**src/rtl/vr_hs_pkg.sv**
```systemverilog
// Shared types and constants for the valid/ready master source stage.
// Also provides the saturating counter helper used by the MASTER_HS_STATS_EN statistics.
package vr_hs_pkg;

    typedef enum logic [0:0] {
        HS_IDLE = 1'b0,
        HS_SEND = 1'b1
    } hs_state_t;

    localparam int HS_DATA_W = 8;
    localparam int HS_STAT_W = 16;

    function automatic logic [HS_STAT_W-1:0] sat_inc(input logic [HS_STAT_W-1:0] v);
        if (v == {HS_STAT_W{1'b1}}) begin
            sat_inc = v;
        end else begin
            sat_inc = v + {{(HS_STAT_W-1){1'b0}}, 1'b1};
        end
    endfunction

endpackage

```
**src/rtl/vr_sync_fifo.sv**
```systemverilog
// Small synchronous FIFO. Full and empty are derived from the occupancy count.
// The read data is the head entry and is presented combinationally.
module vr_sync_fifo #(
    parameter int DATA_W = 8,
    parameter int DEPTH  = 4,
    parameter int CNT_W  = $clog2(DEPTH) + 1
) (
    input  logic              clk_i,
    input  logic              rst_ni,
    input  logic              push_i,
    input  logic [DATA_W-1:0] wr_data_i,
    input  logic              pop_i,
    output logic [DATA_W-1:0] rd_data_o,
    output logic [CNT_W-1:0]  count_o,
    output logic              full_o,
    output logic              empty_o
);

    localparam int ADDR_W = $clog2(DEPTH);
    localparam logic [CNT_W-1:0] FULL_CNT = CNT_W'(DEPTH);

    logic [DATA_W-1:0] mem_q [DEPTH];
    logic [ADDR_W-1:0] wr_ptr_q, rd_ptr_q;
    logic [CNT_W-1:0]  count_q, count_d;
    logic              push_s, pop_s;

    assign full_o    = (count_q == FULL_CNT);
    assign empty_o   = (count_q == {CNT_W{1'b0}});
    assign push_s    = push_i && !full_o;
    assign pop_s     = pop_i && !empty_o;
    assign rd_data_o = mem_q[rd_ptr_q];
    assign count_o   = count_q;

    // Occupancy next-state: a simultaneous push and pop leaves it unchanged
    always_comb begin
        count_d = count_q;
        case ({push_s, pop_s})
            2'b10:   count_d = count_q + {{(CNT_W-1){1'b0}}, 1'b1};
            2'b01:   count_d = count_q - {{(CNT_W-1){1'b0}}, 1'b1};
            default: count_d = count_q;
        endcase
    end

    // Storage, pointers and count
    always_ff @(posedge clk_i or negedge rst_ni) begin
        if (!rst_ni) begin
            for (int i = 0; i < DEPTH; i++) begin
                mem_q[i] <= {DATA_W{1'b0}};
            end
            wr_ptr_q <= {ADDR_W{1'b0}};
            rd_ptr_q <= {ADDR_W{1'b0}};
            count_q  <= {CNT_W{1'b0}};
        end else begin
            if (push_s) begin
                mem_q[wr_ptr_q] <= wr_data_i;
                wr_ptr_q        <= wr_ptr_q + {{(ADDR_W-1){1'b0}}, 1'b1};
            end
            if (pop_s) begin
                rd_ptr_q <= rd_ptr_q + {{(ADDR_W-1){1'b0}}, 1'b1};
            end
            count_q <= count_d;
        end
    end

endmodule

```
**src/rtl/master_valid_ready_hs.sv**
```systemverilog
// Valid/ready source stage: FIFO-buffered producer bytes, one output register, sticky overflow.
// Optional handshake statistics (xfer_cnt, stall_cnt) when MASTER_HS_STATS_EN is defined.
module master_valid_ready_hs
    import vr_hs_pkg::*;
#(
    parameter int DATA_W = HS_DATA_W,
    parameter int DEPTH  = 4,
    parameter int CNT_W  = $clog2(DEPTH) + 1
) (
    input  logic              aclk,
    input  logic              rstn,
    input  logic              wr_en,
    input  logic [DATA_W-1:0] wr_data,
    output logic              wr_full,
    output logic [CNT_W-1:0]  fifo_count,
    output logic              ovf,
    output logic              m_valid,
    output logic [DATA_W-1:0] m_data,
    input  logic              s_ready,
`ifdef MASTER_HS_STATS_EN
    output logic [HS_STAT_W-1:0] xfer_cnt,
    output logic [HS_STAT_W-1:0] stall_cnt,
`endif
    output logic              idle
);

    hs_state_t         state_q, state_d;
    logic [DATA_W-1:0] m_data_q, m_data_d;
    logic              ovf_q;
    logic              pop_s;
    logic [DATA_W-1:0] fifo_rd_s;
    logic              fifo_full_s, fifo_empty_s;

    vr_sync_fifo #(
        .DATA_W (DATA_W),
        .DEPTH  (DEPTH),
        .CNT_W  (CNT_W)
    ) u_fifo (
        .clk_i     (aclk),
        .rst_ni    (rstn),
        .push_i    (wr_en),
        .wr_data_i (wr_data),
        .pop_i     (pop_s),
        .rd_data_o (fifo_rd_s),
        .count_o   (fifo_count),
        .full_o    (fifo_full_s),
        .empty_o   (fifo_empty_s)
    );

    // Output FSM: load the output register from the FIFO head when it is free or being consumed
    always_comb begin
        state_d  = state_q;
        m_data_d = m_data_q;
        pop_s    = 1'b0;
        case (state_q)
            HS_IDLE: begin
                if (!fifo_empty_s) begin
                    pop_s    = 1'b1;
                    m_data_d = fifo_rd_s;
                    state_d  = HS_SEND;
                end else begin
                    state_d  = HS_IDLE;
                end
            end
            HS_SEND: begin
                if (!s_ready) begin
                    state_d = HS_SEND;
                end else if (!fifo_empty_s) begin
                    pop_s    = 1'b1;
                    m_data_d = fifo_rd_s;
                    state_d  = HS_SEND;
                end else begin
                    state_d = HS_IDLE;
                end
            end
            default: begin
                state_d = HS_IDLE;
            end
        endcase
    end

    // State, output register and sticky overflow
    always_ff @(posedge aclk or negedge rstn) begin
        if (!rstn) begin
            state_q  <= HS_IDLE;
            m_data_q <= {DATA_W{1'b0}};
            ovf_q    <= 1'b0;
        end else begin
            state_q  <= state_d;
            m_data_q <= m_data_d;
            if (wr_en && fifo_full_s) begin
                ovf_q <= 1'b1;
            end
        end
    end

    assign m_valid = (state_q == HS_SEND);
    assign m_data  = m_data_q;
    assign ovf     = ovf_q;
    assign wr_full = fifo_full_s;
    assign idle    = fifo_empty_s && (state_q == HS_IDLE);

`ifdef MASTER_HS_STATS_EN
    logic [HS_STAT_W-1:0] xfer_cnt_q, stall_cnt_q;

    // Saturating handshake and stall counters
    always_ff @(posedge aclk or negedge rstn) begin
        if (!rstn) begin
            xfer_cnt_q  <= {HS_STAT_W{1'b0}};
            stall_cnt_q <= {HS_STAT_W{1'b0}};
        end else begin
            if (m_valid && s_ready) begin
                xfer_cnt_q <= sat_inc(xfer_cnt_q);
            end
            if (m_valid && !s_ready) begin
                stall_cnt_q <= sat_inc(stall_cnt_q);
            end
        end
    end

    assign xfer_cnt  = xfer_cnt_q;
    assign stall_cnt = stall_cnt_q;
`endif

endmodule

```
**config.mk**
```make
export PLATFORM = sky130hd
export DESIGN_NAME = master_valid_ready_hs
export DESIGN_NICKNAME = d
export VERILOG_FILES = /design/src/rtl/vr_hs_pkg.sv /design/src/rtl/vr_sync_fifo.sv /design/src/rtl/master_valid_ready_hs.sv
export SDC_FILE = /design/constraint.sdc
export NUM_CORES = 1
export LEC_CHECK = 0
export ABC_AREA = 0
export CAP_MARGIN = 10
export CELL_PAD_IN_SITES_DETAIL_PLACEMENT = 1
export CELL_PAD_IN_SITES_GLOBAL_PLACEMENT = 1
export CORE_MARGIN = 5
export CORE_UTILIZATION = 45
export DETAILED_ROUTE_END_ITERATION = 16
export GPL_TIMING_DRIVEN = 0
export PLACE_DENSITY_LB_ADDON = 0.3
export SYNTH_ARGS = -nofsm -noshare
export SYNTH_HDL_FRONTEND = slang
export SYNTH_SLANG_ARGS = --single-unit
```
**constraint.sdc**
```tcl
create_clock -name aclk -period 2.85 [get_ports aclk]
set_clock_uncertainty 0.15 [all_clocks]
set_input_delay 0.285 -clock aclk [delete_from_list [all_inputs] [get_ports aclk]]
set_output_delay 0.285 -clock aclk [all_outputs]
set_load 0.02 [all_outputs]
```
==> out/qor.yml <==
htree_num_levels: 2
die_w_um: 79.9
fmax_mhz: 395
insertion_delay_ps: 290
routed_wl_um: 4400
area.growth.synth_to_final_pct: 20.1
ys_types: 24
cp.required_ps: 2920
overflow: 0
worstMarginPinSlew_ps: 774
viasPerCell: 5.12
arrival_ps: 2600
r2r_start: "u_fifo.count_o[0]"
critPathCaptureType: "flop"
rows: 25
ys.warnings.count: 0
diodes: 0
drc: 0
power.leakage_nw: 1.12
drv_slew: 0
fin_crit_ps: 2530
io_pins: 27
ys_seq_area_share_pct: 55.7
design.die.area_mm2: 0.00639
portBuffers: 25
synth.area.mux_share_pct: 29.6
clk_pin_slew_ps: 80
synth_edf_count: 0
synth_area_leaders: "dfrtp_1 (56%), mux2_2 (20%), mux4_2 (8.2%), nand3_4 (3.2%), ha_1 (2.8%)"
holdCritPathClass: "in -> reg"
cts-root-buf: "clkbuf_8"
synth_area_per_cell_um2: 16.2
clock-sinks: 49
antenna_found_initial: 0
min_path_cells: 2
tns_ps: 0
first_global_vias: 1446
yosys-top-cells-count: "dfrtp_1 (49), mux2_2 (39), mux4_2 (8)"
first_pass_iters: 4
fin_util_pct: 55.9
yosysTopAreaCell: "dfrtp_1"
synth_cells: 136
vdd_drop_max_v: 0.000472
clockBufferDepth: 2
synth_flop_cell: "dfrtp_1"
fp.coreArea_mm2: 0.00472
synth_top_family_by_area: "multiplexers"
gr-usage-all-layers_pct: 15.8
setup_viol: 0
p_per_area_mw_per_mm2: 1160
synth-compound-area-share_pct: 0.739
switching_share_pct: 33.6
fin_hold_ws_ps: 232
cp-start-kind: "flop"
crit_fanout: 10
postCtsSetupBuffers: 0
numCtsBuffers: 5
grt_max_degree: 39
status: "finished clean"
switching_power_w: 0.00103
worstRegToRegCells: 8
critPathKind: "reg -> reg"
cts_tree: "yes"
grt_pass1_wl_um: 7420
final_antenna_net_count: 0
p_clk_share_pct: 12.4
cts_hold_buffers: 1
fin_nets: 188
die_h_um: 79.9
layout-drive-gt1-share_pct: 38.0
yosys.area_share.simple_pct: 5.40
finalCritPeriodShare_pct: 88.9
power_w: 0.00307
synth_xor_area_share_pct: 2.39
rsz0062_at_grt: "false"
wl_per_cell_um: 18.5
syn-num-nets: 154
maxCapViolations: 0
synth_top_area_share_pct: 55.7
power_frac_seq_pct: 41.2
start_util_pct: 46.6
drt-initial-drc-count: 40
yosys_register_bits: 49
synth_area_mm2: 0.00220
gp_congestion: 0.709
vias: 1218
slew_headroom_pct: 48.4
synth.most_common_cell: "dfrtp_1"
dp_hpwl_um: 3150
nFillCells: 454
synthAdderAreaFrac_pct: 3.75
startpoint: "u_fifo.count_o[0]"
async_flop_share_pct: 100
hold_viol: 0
ctsResizeCount: 0
power.internal_w: 0.00204
combPwrFrac_pct: 46.4
worstHoldStart: "wr_en"
-- cells in the final DEF (no fill, tap or decap) --
cell type | Yosys | final
dfrtp_1 | 49 | 49
mux2_2 | 39 | 39
clkdlybuf4s50_1 | 0 | 24
mux4_2 | 8 | 8
inv_1 | 7 | 7
ha_1 | 5 | 5
clkbuf_8 | 0 | 5
nand3_4 | 4 | 4
xor2_1 | 4 | 4
buf_2 | 2 | 3
xnor2_1 | 2 | 2
mux2_1 | 2 | 2
clkinv_2 | 0 | 2
or3b_1 | 1 | 1
buf_6 | 1 | 1
nor3_1 | 1 | 1
a21oi_2 | 1 | 1
nand2_2 | 1 | 1
nor4_1 | 1 | 1
nand2b_1 | 1 | 1
nand2_1 | 1 | 1
buf_1 | 1 | 1
a21o_1 | 1 | 1
nor2_1 | 1 | 1
and3b_1 | 1 | 1
mux2i_1 | 1 | 1
fa_1 | 1 | 1
clkbuf_1 | 0 | 1
dlygate4sd3_1 | 0 | 1
buf_12 | 0 | 1
-- state kept, by name, summed over array words and instances, names as in the netlist --
register,cells
m_valid,1
m_data,8
u_fifo.wr_ptr_q,2
ovf,1
u_fifo.rd_ptr_q,2
u_fifo.count_o,3
u_fifo.mem_q,32
-- worst max-delay path, stage by stage (launching register included) --
cell and delay (ps):
dfrtp_1 450, nor3_1 120, a21oi_2 590, ha_1 300, inv_1 60, fa_1 380, xor2_1 150, nor2_1 110
xor2_1 150
-- kinds of logic after synthesis --
logic type	count (synthesis)
buf+inv	11
flops	49
compound gates	2
xor+xnor	6
mux	50
simple gates	12
fa+ha+maj	6
-- layer usage --
metal	global-route usage [%]	vias up	part of all wire, %
met1	18.6	644	41
li1	-	549	-
met2	28.2	20	55
met5	0	-	0
met4	4.05	0	1.2
met3	4.51	5	3.7
-- cell type report --
cell class | instances | area, um2 | area share (%)
buffer | 4 | 25.0 | 0.947
clock inverter | 2 | 10.0 | 0.379
inverter | 7 | 26.3 | 0.995
sequential | 49 | 1230 | 46.4
clock buffer | 6 | 72.6 | 2.75
timing repair buffer | 27 | 275 | 10.4
tap | 67 | 83.8 | 3.17
multi-input combinational | 76 | 922 | 34.9
-- power groups by stage --
| stage | combinational, W | clock [W] | sequential (W) |
|---|---|---|---|
| 2_1_floorplan | 0.000920 | 0 | 0.00132 |
| 3_3_place_gp | 0.00138 | 0 | 0.00123 |
| 3_5_place_dp | 0.00146 | 0 | 0.00129 |
| 4_1_cts | 0.00147 | 0.000403 | 0.00127 |
| 5_1_grt | 0.00154 | 0.000434 | 0.00131 |
| 6_report | 0.00143 | 0.000381 | 0.00126 |
-- path summary, 6_finish.rpt --
kind	slack, ps	endpoint
min	230	ovf
max reg2reg	320	u_fifo.count_o[2]
min in group asynchronous	270	u_fifo.wr_ptr_q[0]
max in group asynchronous	1790	u_fifo.mem_q[6]
max	320	u_fifo.count_o[2]
min reg2reg	310	ovf
-- through the flow --
stage | instance area, um2 | instances | worst slack (ps)
after detailed placement | 2550 | 229 | 3.20
after global placement | 2530 | 228 | 68.8
final | 2640 | 238 | 316
after global routing | 2640 | 238 | 157
after CTS | 2640 | 238 | 266
after floorplan | 2200 | 136 | 542
No activity file was read; power rests on OpenSTA's default activity.
